==> config.mk <==
export PLATFORM = sky130hd
export DESIGN_NAME = square_draw_scheduler
export DESIGN_NICKNAME = d
export VERILOG_FILES = /design/src/rtl/square_draw_scheduler.sv
export SDC_FILE = /design/constraint.sdc
export NUM_CORES = 1
export LEC_CHECK = 0
export BUFFER_PORTS_ARGS = -buffer_cell sky130_fd_sc_hd__buf_2
export CAP_MARGIN = 5
export CORE_MARGIN = 2
export CORE_UTILIZATION = 45
export CTS_BUF_LIST = sky130_fd_sc_hd__clkbuf_4
export DETAILED_ROUTE_END_ITERATION = 6
export GPL_ROUTABILITY_DRIVEN = 0
export GPL_TIMING_DRIVEN = 0
export PLACE_DENSITY = 0.8
export SETUP_SLACK_MARGIN = 0.05
export SYNTH_ARGS = -nofsm -noshare
export SYNTH_HDL_FRONTEND = slang
export SYNTH_SLANG_ARGS = --single-unit
==> constraint.sdc <==
create_clock -name clock -period 5.7 [get_ports clock]
set_clock_uncertainty 0.15 [all_clocks]
set_input_delay 0.285 -clock clock [delete_from_list [all_inputs] [get_ports clock]]
set_output_delay 0.285 -clock clock [all_outputs]
set_load 0.03 [all_outputs]
==> src/rtl/square_draw_scheduler.sv <==
`default_nettype none
// ============================================================================
// Module      : square_draw_scheduler
// Description : Round-robin sharing of one square rasterizer between drawing
//               clients, emitting clipped pixels over a ready/valid port.
// Revision    : 1.0 - initial release
// ============================================================================
module square_draw_scheduler #(
    parameter int N_REQ    = 4,
    parameter int X_W      = 9,
    parameter int Y_W      = 8,
    parameter int SIZE_W   = 8,
    parameter int COLOR_W  = 3,
    parameter int SCREEN_W = 320,
    parameter int SCREEN_H = 240
) (
    input  logic                       clock,
    input  logic                       reset,
    input  logic [N_REQ-1:0]           req,
    input  logic [N_REQ*X_W-1:0]       req_x,
    input  logic [N_REQ*Y_W-1:0]       req_y,
    input  logic [N_REQ*SIZE_W-1:0]    req_size,
    input  logic [N_REQ*COLOR_W-1:0]   req_colour,
    output logic [N_REQ-1:0]           done,
    output logic                       busy,
    output logic [$clog2(N_REQ)-1:0]   grant_id,
    output logic                       plot,
    input  logic                       plot_ready,
    output logic [X_W-1:0]             out_x,
    output logic [Y_W-1:0]             out_y,
    output logic [COLOR_W-1:0]         out_colour
);

    localparam int ID_W = $clog2(N_REQ);

    localparam logic [1:0] c_st_idle = 2'd0;
    localparam logic [1:0] c_st_draw = 2'd1;
    localparam logic [1:0] c_st_done = 2'd2;

    localparam logic [X_W:0] c_scr_w = (X_W+1)'(SCREEN_W);
    localparam logic [Y_W:0] c_scr_h = (Y_W+1)'(SCREEN_H);

    logic [1:0]          r_state;
    logic [ID_W-1:0]     r_rr_ptr;
    logic [ID_W-1:0]     r_grant_id;
    logic [X_W-1:0]      r_org_x;
    logic [Y_W-1:0]      r_org_y;
    logic [SIZE_W-1:0]   r_size;
    logic [COLOR_W-1:0]  r_colour;
    logic [SIZE_W-1:0]   r_dx;
    logic [SIZE_W-1:0]   r_dy;
    logic                r_plot;
    logic [X_W-1:0]      r_out_x;
    logic [Y_W-1:0]      r_out_y;
    logic [COLOR_W-1:0]  r_out_colour;
    logic [N_REQ-1:0]    r_done;
    logic                r_busy;

    logic [X_W-1:0]      w_req_x      [N_REQ];
    logic [Y_W-1:0]      w_req_y      [N_REQ];
    logic [SIZE_W-1:0]   w_req_size   [N_REQ];
    logic [COLOR_W-1:0]  w_req_colour [N_REQ];

    for (genvar gi = 0; gi < N_REQ; gi++) begin : g_unpack
        assign w_req_x[gi]      = req_x[gi*X_W +: X_W];
        assign w_req_y[gi]      = req_y[gi*Y_W +: Y_W];
        assign w_req_size[gi]   = req_size[gi*SIZE_W +: SIZE_W];
        assign w_req_colour[gi] = req_colour[gi*COLOR_W +: COLOR_W];
    end

    // Round-robin pick: first set request at or after r_rr_ptr, wrapping.
    logic             w_pick_found;
    logic [ID_W-1:0]  w_pick;
    logic [ID_W-1:0]  w_scan;

    always_comb begin
        w_pick_found = 1'b0;
        w_pick       = '0;
        w_scan       = '0;
        for (int k = 0; k < N_REQ; k++) begin
            w_scan = ID_W'((int'(r_rr_ptr) + k) % N_REQ);
            if (!w_pick_found && req[w_scan]) begin
                w_pick_found = 1'b1;
                w_pick       = w_scan;
            end
        end
    end

    logic w_row_end;
    logic w_last;
    assign w_row_end = (r_dx == r_size - SIZE_W'(1));
    assign w_last    = w_row_end && (r_dy == r_size - SIZE_W'(1));

    // Next-state logic
    logic [1:0] w_state_nxt;
    logic       w_advance;

    always_comb begin
        w_state_nxt = r_state;
        w_advance   = 1'b0;
        case (r_state)
            c_st_idle: begin
                if (w_pick_found) begin
                    w_state_nxt = (w_req_size[w_pick] == '0) ? c_st_done : c_st_draw;
                end
            end
            c_st_draw: begin
                // Clipped pixels are never offered, so they step without a handshake.
                if (!r_plot || plot_ready) begin
                    w_advance = 1'b1;
                    if (w_last) begin
                        w_state_nxt = c_st_done;
                    end
                end
            end
            c_st_done: begin
                w_state_nxt = c_st_idle;
            end
            default: begin
                w_state_nxt = c_st_idle;
            end
        endcase
    end

    // Output / datapath next values, registered below
    logic [SIZE_W-1:0]   w_dx_nxt;
    logic [SIZE_W-1:0]   w_dy_nxt;
    logic [X_W-1:0]      w_base_x;
    logic [Y_W-1:0]      w_base_y;
    logic [COLOR_W-1:0]  w_src_colour;
    logic [X_W:0]        w_cand_x;
    logic [Y_W:0]        w_cand_y;
    logic                w_on_screen;
    logic                w_plot_nxt;
    logic [X_W-1:0]      w_out_x_nxt;
    logic [Y_W-1:0]      w_out_y_nxt;
    logic [COLOR_W-1:0]  w_out_colour_nxt;
    logic [N_REQ-1:0]    w_done_nxt;
    logic [ID_W-1:0]     w_rr_nxt;
    logic [ID_W-1:0]     w_grant_nxt;

    always_comb begin
        w_dx_nxt         = r_dx;
        w_dy_nxt         = r_dy;
        w_base_x         = r_org_x;
        w_base_y         = r_org_y;
        w_src_colour     = r_colour;
        w_plot_nxt       = r_plot;
        w_out_x_nxt      = r_out_x;
        w_out_y_nxt      = r_out_y;
        w_out_colour_nxt = r_out_colour;
        w_done_nxt       = '0;
        w_rr_nxt         = r_rr_ptr;
        w_grant_nxt      = r_grant_id;

        case (r_state)
            c_st_idle: begin
                w_dx_nxt = '0;
                w_dy_nxt = '0;
                if (w_pick_found) begin
                    w_grant_nxt  = w_pick;
                    w_base_x     = w_req_x[w_pick];
                    w_base_y     = w_req_y[w_pick];
                    w_src_colour = w_req_colour[w_pick];
                end
            end
            c_st_draw: begin
                if (w_advance) begin
                    if (w_row_end) begin
                        w_dx_nxt = '0;
                        w_dy_nxt = r_dy + SIZE_W'(1);
                    end else begin
                        w_dx_nxt = r_dx + SIZE_W'(1);
                    end
                end
            end
            c_st_done: begin
                w_rr_nxt = (r_grant_id == ID_W'(N_REQ - 1)) ? '0 : r_grant_id + ID_W'(1);
            end
            default: begin
                w_rr_nxt = r_rr_ptr;
            end
        endcase

        // One extra bit of headroom so origin+offset overflow reads as off-screen.
        w_cand_x    = {1'b0, w_base_x} + (X_W+1)'(w_dx_nxt);
        w_cand_y    = {1'b0, w_base_y} + (Y_W+1)'(w_dy_nxt);
        w_on_screen = (w_cand_x < c_scr_w) && (w_cand_y < c_scr_h);

        if (w_state_nxt == c_st_draw && (r_state != c_st_draw || w_advance)) begin
            w_plot_nxt = w_on_screen;
            if (w_on_screen) begin
                w_out_x_nxt      = w_cand_x[X_W-1:0];
                w_out_y_nxt      = w_cand_y[Y_W-1:0];
                w_out_colour_nxt = w_src_colour;
            end
        end else if (w_state_nxt != c_st_draw) begin
            w_plot_nxt = 1'b0;
        end

        if (w_state_nxt == c_st_done) begin
            w_done_nxt[w_grant_nxt] = 1'b1;
        end
    end

    // State and output registers
    always_ff @(posedge clock) begin
        if (reset) begin
            r_state      <= c_st_idle;
            r_rr_ptr     <= '0;
            r_grant_id   <= '0;
            r_org_x      <= '0;
            r_org_y      <= '0;
            r_size       <= '0;
            r_colour     <= '0;
            r_dx         <= '0;
            r_dy         <= '0;
            r_plot       <= 1'b0;
            r_out_x      <= '0;
            r_out_y      <= '0;
            r_out_colour <= '0;
            r_done       <= '0;
            r_busy       <= 1'b0;
        end else begin
            r_state    <= w_state_nxt;
            r_rr_ptr   <= w_rr_nxt;
            r_grant_id <= w_grant_nxt;
            if (r_state == c_st_idle && w_pick_found) begin
                r_org_x  <= w_req_x[w_pick];
                r_org_y  <= w_req_y[w_pick];
                r_size   <= w_req_size[w_pick];
                r_colour <= w_req_colour[w_pick];
            end
            r_dx         <= w_dx_nxt;
            r_dy         <= w_dy_nxt;
            r_plot       <= w_plot_nxt;
            r_out_x      <= w_out_x_nxt;
            r_out_y      <= w_out_y_nxt;
            r_out_colour <= w_out_colour_nxt;
            r_done       <= w_done_nxt;
            r_busy       <= (w_state_nxt != c_st_idle);
        end
    end

    assign done       = r_done;
    assign busy       = r_busy;
    assign grant_id   = r_grant_id;
    assign plot       = r_plot;
    assign out_x      = r_out_x;
    assign out_y      = r_out_y;
    assign out_colour = r_out_colour;

endmodule
`default_nettype wire

== Word-level counts from Yosys, hierarchy flattened ==
Cells that the tools add are included.
W data, S select, Z words.

* Output and inout bits: 28
* Bits in read-only memories: 0
* Memory bits (writable): 0
* Input bits: 119
* Latch bits: 0
* Logic and storage cells: 118
* Register bits after elaboration: 76
* Memories: 0

* Div/mod/pow operators: 0
* Equal/unequal tests: 9
* Order comparisons: 9
* Shifts and indexed selects: 0
* Mux-type cells: 54
* Reductions and logical operators: 20
* Add/sub/neg operators: 9
* Bitwise gates (word level): 2
* Multipliers: 0

{| class="wikitable"
|+ Operators with widths
! kind !! count
|-
| $mux W8 || 10
|-
| $mux W9 || 4
|-
| $bmux W8 S2 || 2
|-
| $pmux W8 S2 || 2
|-
| $mux W2 || 11
|-
| $bmux W9 S2 || 1
|-
| $add A8 B1 Y8 const B || 2
|-
| $eq A8 B8 Y1 || 2
|-
| $lt A2 B3 Y1 const B || 5
|-
| $mux W1 || 13
|-
| $mux W3 || 4
|-
| $add A9 B8 Y10 || 1
|-
| $lt A10 B9 Y1 const B || 1
|-
| $add A8 B8 Y9 || 1
|-
| $lt A9 B8 Y1 const B || 1
|-
| $bmux W1 S2 || 4
|-
| $logic_and A1 B1 Y1 || 8
|-
| $logic_not A8 Y1 || 1
|-
| $sub A8 B1 Y8 const B || 1
|-
| $bmux W3 S2 || 1
|-
| $eq A2 B2 Y1 const B || 3
|-
| $add A2 B1 Y2 const B || 2
|-
| $add A2 B2 Y2 const B || 2
|-
| $eq A2 B1 Y1 const B || 2
|-
| other kinds (13) || 19
|}

== Longest topological paths before layout ==
Gate-level depths: netlist (run 1).

* Depth in word-level cells: 23
* Depth in mapped cells: 22
* Mapped depth without buffers: 19

== Least setup slack after synthesis (run 1) ==
OpenSTA, ideal clock, no wires.

* Kind: register -> register
* Start: register r_size[0]
* End: register r_out_colour[0] (netlist: out_colour[0])
* Path slack: 761 ps
* Clock period less this slack: 4939 ps
* Cell stages (with the launch flop): 21
* Path buffers: 2
* Library setup time: 121 ps
* Data required time: 5429 ps
* Data arrival time: 4668 ps
* Cells stage by stage: dfxtp_1 > clkbuf_1 > inv_1 > ha_1 > xnor2_1 > xnor2_1 > a2111oi_0 > and4_1 > nand2_1 > a21o_1 > a32o_1 > ha_1 > a211oi_1 > o21bai_1 > a2111oi_0 > o21ai_0 > a41o_1 > a211oi_2 > o211ai_2 > buf_6 > mux2_4

* Word-level cells in the longest chain between the ends: 9
* Elaborated cells between the ends (all ways): 21
* Those cells by class: add/sub (3); order compare (2); eq/ne (3); mux (9); reduce/logical (4)

{| class="wikitable"
|+ Ends and longest elaborated chain
! item !! RTL line !! source
|-
| start, declared || 48 || <nowiki>logic [SIZE_W-1:0] r_size;</nowiki>
|-
| start signal, assigned || 231 || <nowiki>r_size <= w_req_size[w_pick];</nowiki>
|-
| $sub A8 B1 Y8 || 91 || <nowiki>assign w_row_end = (r_dx == r_size - SIZE_W'(1));</nowiki>
|-
| $eq A8 B8 Y1 || 91 ||
|-
| $mux W8 || 169 || <nowiki>if (w_row_end) begin</nowiki>
|-
| $mux W8 || 168 || <nowiki>if (w_advance) begin</nowiki>
|-
| $pmux W8 S2 || 156 || <nowiki>case (r_state)</nowiki>
|-
| via w_dy_nxt[1] || 127 || <nowiki>logic [SIZE_W-1:0] w_dy_nxt;</nowiki>
|-
| $add A8 B8 Y9 || 187 || <nowiki>w_cand_y = {1'b0, w_base_y} + (Y_W+1)'(w_dy_nxt);</nowiki>
|-
| $lt A9 B8 Y1 || 188 || <nowiki>w_on_screen = (w_cand_x < c_scr_w) && (w_cand_y < c_scr_h);</nowiki>
|-
| $logic_and A1 B1 Y1 || 188 ||
|-
| $reduce_and A2 Y1 (no line) || - ||
|-
| end signal, assigned || 239 || <nowiki>r_out_colour <= w_out_colour_nxt;</nowiki>
|-
| end, declared || 55 || <nowiki>logic [COLOR_W-1:0] r_out_colour;</nowiki>
|}

The timed path passes the listed nets, and every way through them passes these cells.
A chain may end at the register's enable or synchronous reset.

== Worst setup path after layout (run 1) ==
* Start: register r_size[0]
* End: register r_out_colour[2] (netlist: out_colour[2])

Same word-level chain as after synthesis.

==> metrics, run 1 <==
Tmin final 5.41 ns; via count 5863; DRC 0; Port-buffer cells 145; die height 115 µm; Pwr Total 1.42 mW; post-CTS setup buffer count 0; DR WL/cell 15.0 µm; die width 115 µm; status finished clean; Post-synth ARST share 0%; Crit. End Element register; worst-path maximum fanout 10; clk buf depth 2; Hold Crit Class in -> reg; row count 40; Leak 3.00 nW; vias in the first global route 5703; gr usage total 24.8%; DR pass1 iterations 5; fmax 185 MHz; IO Pins 147; Starting Density 46.1%; Synth Register Bits 76; Post-Syn Instances 755; cell area after synthesis 0.00551 mm²; Slew Limit Fails 0; CTS Sinks 76; H-tree Lvls 3; die area 0.0131 mm²; most frequent cells in the layout 176 x nand2_1, 151 x buf_2, 80 x nand3_1, 75 x dfxtp_1, 46 x a21oi_1; 1st-iter DRT viols 395; register area share after synthesis 27.6%; Critical Path RT 5.86 ns; Net count, final 1048; Yosys cell types 65; Detail Placement HPWL 12600 µm; syn_nets 896; core area 0.0120 mm²; count of final setup violators 0; layout cell share with drive strength beyond 1 22.2%; CTS Root Cell clkbuf_4; Startpoint Class register; Routed Antenna Nets 0; max-cap violations 0; number of flops mapped to enable cells by yosys 0; depth of the worst hold-timing path 5; syn_area_per_cell 7.30 µm²; P per Cell Area 216 mW/mm²; most common cell after layout, fill and taps aside nand2_1; number of hold buffers added after CTS 0; worst-skew pair later-pin latency 0.42 ns; Worst VDD drop 0.0925 mV; top_reg_cell synth dfxtp_1; largest net degree at the start of global routing 12; critical path arrival 5.57 ns; CTS resizes 6; Tcrit/Tclk final 94.8%; Slew HR 50.0%; routed wire length 15900 µm; actual slew at the worst max-slew pin 0.742 ns; ANT cells 0; Num CTS Buffers 9; crit path kind reg -> reg; total gr overflow 0; Reg clk slew, reported paths 0.12 ns; initial antenna violation count 0; Final Hold Fails 0; CTS tree done; Ys Warns 0; Layout area overhead 19.0%; RSZ-0062 raised after global routing no; final core utilization 54.8%; first-pass GRT wire length 26200 µm; Worst R2R Path Depth 19; vias per cell 5.54
stage by stage:
step	std cells	instance area, µm²	setup slack (ns)	setup TNS (ns)	hold slack (ns)
3_3_place_gp	1047	6420	-0.300	-3.46	0.294
4_1_cts	1061	6530	0.0555	0	0.0914
2_1_floorplan	755	5510	0.761	0	0.290
3_5_place_dp	1047	6420	-0.281	-3.20	0.300
5_1_grt	1058	6560	0.0446	0	0.154
6_report	1058	6560	0.294	0	0.118
layer usage:
metal,part of all wire (%),track usage (%),vias to the layer above
met4,3.2,9.84,0
met2,48,43.1,226
li1,-,-,2960
met5,0,0,-
met3,6.0,4.29,42
met1,42,30.4,2635
where the power goes:
group | switching [mW] | total (mW) | internal (mW)
combinational | 0.323 | 0.532 | 0.209
sequential | 0.0218 | 0.599 | 0.577
clock | 0.186 | 0.287 | 0.101
total | 0.531 | 1.42 | 0.887
sequential cells by signal, indices dropped and copies added (netlist names), named ones only:
register,count
out_y,8
r_org_y,8
r_size,8
r_org_x,9
r_dx,8
grant_id,2
busy,1
r_state,2
r_dy,7
plot,1
out_x,9
out_colour,3
done,4
r_rr_ptr,2
r_colour,3
cells in the mapped netlist (9+ instances only):
| master | n | area (µm²) |
|---|---|---|
| a21oi_1 | 46 | 230 |
| and2_1 | 14 | 87.6 |
| clkbuf_1 | 37 | 139 |
| dfxtp_1 | 76 | 1520 |
| ha_1 | 20 | 250 |
| inv_1 | 13 | 48.8 |
| mux2i_1 | 19 | 190 |
| nand2_1 | 178 | 668 |
| nand3_1 | 80 | 400 |
| nor2_1 | 45 | 169 |
| nor2b_1 | 12 | 75.1 |
| nor3_1 | 15 | 75.1 |
| nor4_1 | 9 | 56.3 |
| o21ai_0 | 16 | 80.1 |
| xnor2_1 | 26 | 228 |
| xor2_1 | 10 | 87.6 |
final timing paths:
check                              start                          to  slack (ns)
setup / recovery  r_size[0]$_SDFFE_PP0P_  out_colour[2]$_SDFFE_PP0P_        0.29
hold / removal                 req_y[14]     r_org_y[6]$_SDFFE_PP0P_        0.12
setup reg to reg  r_size[0]$_SDFFE_PP0P_  out_colour[2]$_SDFFE_PP0P_        0.29
hold reg to reg    out_x[2]$_SDFFE_PP0P_       out_x[2]$_SDFFE_PP0P_        0.31
final cells by class:
cell class                 instances  area, µm²
buffer                            46        208
clock buffer                      12       90.1
clock inverter                     3       15.0
fill                            1131       5410
inverter                          13       48.8
multi-input combinational        616       3760
sequential                        76       1520
tap                              147        184
timing repair buffer             145        726
critical path, cell delays in order (launching register included):
cell,delay (ns)
dfxtp_2,0.44
inv_1,0.08
ha_1,0.30
xnor2_1,0.25
xnor2_1,0.12
a2111oi_2,0.32
and4_2,0.37
nand2_2,0.16
a21o_1,0.23
a32o_1,0.26
ha_1,0.34
a211oi_2,0.22
o21bai_1,0.18
a2111oi_2,0.46
o21ai_0,0.19
a41o_1,0.26
a211oi_2,0.28
o211ai_2,0.19
buf_6,0.21
mux2_4,0.30
kinds of logic (layout without fill, tap and decap cells):
logic type,after synthesis,after routing,share of synthesized area (%)
and+or+nand+nor,390,390,32.6
muxes,24,24,4.74
xor gates and xnor gates,38,38,6.54
AOI/OAI and AO/OA,142,142,18.5
adders and majority gates,22,22,5.27
buffers and inverters,63,219,4.72
DFF,76,76,27.6
No activity file was read; power rests on OpenSTA's default activity.
==> inputs of run 2 (changes only) <==
--- a/config.mk
+++ b/config.mk
@@ -5,6 +5,7 @@
 export SDC_FILE = /design/constraint.sdc
 export NUM_CORES = 1
 export LEC_CHECK = 0
+export ABC_AREA = 1
 export BUFFER_PORTS_ARGS = -buffer_cell sky130_fd_sc_hd__buf_2
 export CAP_MARGIN = 5
 export CORE_MARGIN = 2
@@ -14,6 +15,7 @@
 export GPL_ROUTABILITY_DRIVEN = 0
 export GPL_TIMING_DRIVEN = 0
 export PLACE_DENSITY = 0.8
+export REMOVE_ABC_BUFFERS = 1
 export SETUP_SLACK_MARGIN = 0.05
 export SYNTH_ARGS = -nofsm -noshare
 export SYNTH_HDL_FRONTEND = slang
==> metrics, run 2 <==
status finished clean; main area contributors after synthesis dfxtp_1 29%, nand2_1 18%, nand3_1 8.6%, nor2_1 7.4%, inv_1 4.9%; Yosys cell types 41; Slew Limit Fails 0; 1st-iter DRT viols 360; first-pass GRT wire length 23700 µm; fin worst setup slack 0.517 ns; highest metal used met4; Pwr Total 1.58 mW; most common cell after layout, fill and taps aside nand2_1; die area 0.0127 mm²; HP Start req_y[12]; Tcrit/Tclk final 90.9%; Starting Density 46.4%; die height 113 µm; Flop pwr share 38.8%; number of flops mapped to enable cells by yosys 0; initial antenna violation count 0; Post-Syn Instances 849; Reg clk slew, reported paths 0.13 ns; top_reg_cell synth dfxtp_1; met3 routed wirelength 762 µm; DR pass1 iterations 5; largest net degree at the start of global routing 58; Final Hold Fails 0; crit path launch r_size[0]$_SDFFE_PP0P_; cell area after synthesis 0.00532 mm²; final core utilization 55.4%; count of final setup violators 0; Hold Crit Class in -> reg; # fillers 1076; fin cells 1127; Crit. End Element register; Critical Path RT 5.87 ns; syn_area_per_cell 6.27 µm²; post-synth top area cell dfxtp_1; most frequent cells in the layout 254 x nand2_1, 146 x buf_2, 102 x nor2_1, 90 x nand3_1, 76 x dfxtp_1; CTS Sinks 76; WL met2 7130 µm; core area 0.0115 mm²; Worst VDD drop 0.143 mV; Placed Cells 1100; Synth Register Bits 76; worst-path maximum fanout 10; total gr overflow 0; crit path kind reg -> reg; layout cell share with drive strength beyond 1 20.0%; row count 39; Num CTS Buffers 9; clk buf depth 2; vias per cell 5.15; gr usage total 22.3%; fmax 193 MHz; IO Pins 147; critical path arrival 5.35 ns; DR WL/cell 13.1 µm; Clk pwr share 23.9%; Net count, final 1119; CTS Root Cell clkbuf_4; CTS tree done; Startpoint Class register; vias in the first global route 5201; Comb power frac 37.3%; Routed Antenna Nets 0; register area share after synthesis 28.6%; worst r2r src r_size[0]$_SDFFE_PP0P_; Synth top area share 28.6%; routed wire length 14800 µm; Tmin final 5.18 ns; most frequent cell after synthesis nand2_1; register area 0.00152 mm²; worst-skew pair later-pin latency 0.43 ns; Pint 0.980 mW; via count 5808; Metal-1 WL 6590 µm; pre-CTS setup slack -1.08 ns; Commonest cells post-synth 256 x nand2_1, 105 x nor2_1, 91 x nand3_1; Slew HR 33.4%; Layout area overhead 19.4%; Leak 3.37 nW; Ys Warns 0; sw frac 38.0%; H-tree Lvls 3; Detail Placement HPWL 10200 µm; Net Switching 0.600 mW; DRC 0; max-cap violations 0; actual slew at the worst max-slew pin 0.998 ns; Port-buffer cells 146; Post-synth ARST share 0%; multi-input logic area 0.00337 mm²; P per Cell Area 249 mW/mm²; die width 113 µm
run 2: cell count changes after synthesis, sizes merged, moves of 12 or more:
cell    change
nand2      +83
xnor2      -15
mux2i      -17
inv        +60
nand3      +14
nor2       +61
nor2b      -12
o21ai      +21
clkbuf     -22
and2       -14
run 2: cell type report:
| type | instances | share of cell area (%) |
|---|---|---|
| Timing Repair inverter | 2 | 0.157 |
| Antenna cell | 1 | 0.0394 |
| Timing Repair Buffer | 151 | 12.7 |
| Clock buffer | 10 | 1.18 |
| Tap cell | 143 | 2.81 |
| Clock inverter | 6 | 1.40 |
| Sequential cell | 76 | 23.9 |
| Inverter | 74 | 4.70 |
| Multi-Input combinational cell | 664 | 53.1 |
run 2: critical path, cell delays in order, from the launching register on:
cell	delay (ns)
dfxtp_1	0.44
inv_1	0.14
ha_1	0.25
nand3b_1	0.13
xor2_1	0.32
xor2_1	0.11
nor3_1	0.17
nand2_1	0.06
nor2_1	0.27
nand2_1	0.25
nor2_1	0.26
xor2_1	0.22
nor2_1	0.07
ha_1	0.40
nand3_1	0.08
nand2_1	0.11
a21oi_1	0.08
o21bai_1	0.20
xor2_1	0.21
nor2_1	0.05
nor3b_1	0.15
nor2_2	0.22
inv_1	0.20
nor2_4	0.15
buf_12	0.14
nand3_1	0.07
nand2_1	0.11
nor2_1	0.05
run 2: power groups by stage:
stage / clock (mW) / sequential, mW / combinational, mW
after CTS: 0.383 / 0.613 / 0.543
final: 0.377 / 0.614 / 0.589
after detailed placement: 0 / 0.625 / 0.535
after floorplan: 0 / 0.687 / 0.307
after global placement: 0 / 0.624 / 0.526
after global routing: 0.406 / 0.620 / 0.658
run 2: logic make-up after synthesis:
logic type | Yosys count | share of synthesized area [%]
AND/OR/NAND/NOR | 500 | 40.2
flip-flops | 76 | 28.6
AO/OA/AOI/OAI | 106 | 11.0
buffers and inverters | 112 | 9.22
adder cells (fa/ha/maj) | 22 | 5.46
XOR/XNOR | 31 | 5.10
multiplexers | 2 | 0.376
run 2: path summary, 6_finish.rpt:
check	endpoint	slack, ns	cells past startpoint
worst max-delay path	out_x[6]$_SDFFE_PP0P_	0.52	27
worst max register to register	out_x[6]$_SDFFE_PP0P_	0.52	27
worst min-delay path	r_org_y[4]$_SDFFE_PP0P_	0.09	5
worst min register to register	r_org_x[5]$_SDFFE_PP0P_	0.33	2
run 2: what timing repair did:
| action | CTS | global route |
|---|---|---|
| setup buffers | 0 | 5 |
| resized for setup | 7 | 9 |
| gates cloned | 2 | 3 |
| setup endpoints to repair | 21 | 20 |
| pin swaps | 0 | 4 |
| hold buffers | 0 | 0 |
run 2: stage by stage:
stage	setup TNS [ns]	area, µm²	hold WS, ns
2_1_floorplan	0	5110	0.204
6_report	0	6360	0.0926
3_5_place_dp	-21.07	6030	0.314
4_1_cts	0	6220	0.0786
3_3_place_gp	-23.72	6020	0.307
5_1_grt	-0.00229	6350	0.0933
run 2: routing by layer:
| metal | vias to the layer above | GRT usage (%) |
|---|---|---|
| li1 | 3016 | - |
| met1 | 2590 | 29.4 |
| met2 | 173 | 38.3 |
| met3 | 29 | 3.16 |
| met4 | 0 | 5.93 |
| met5 | - | 0 |
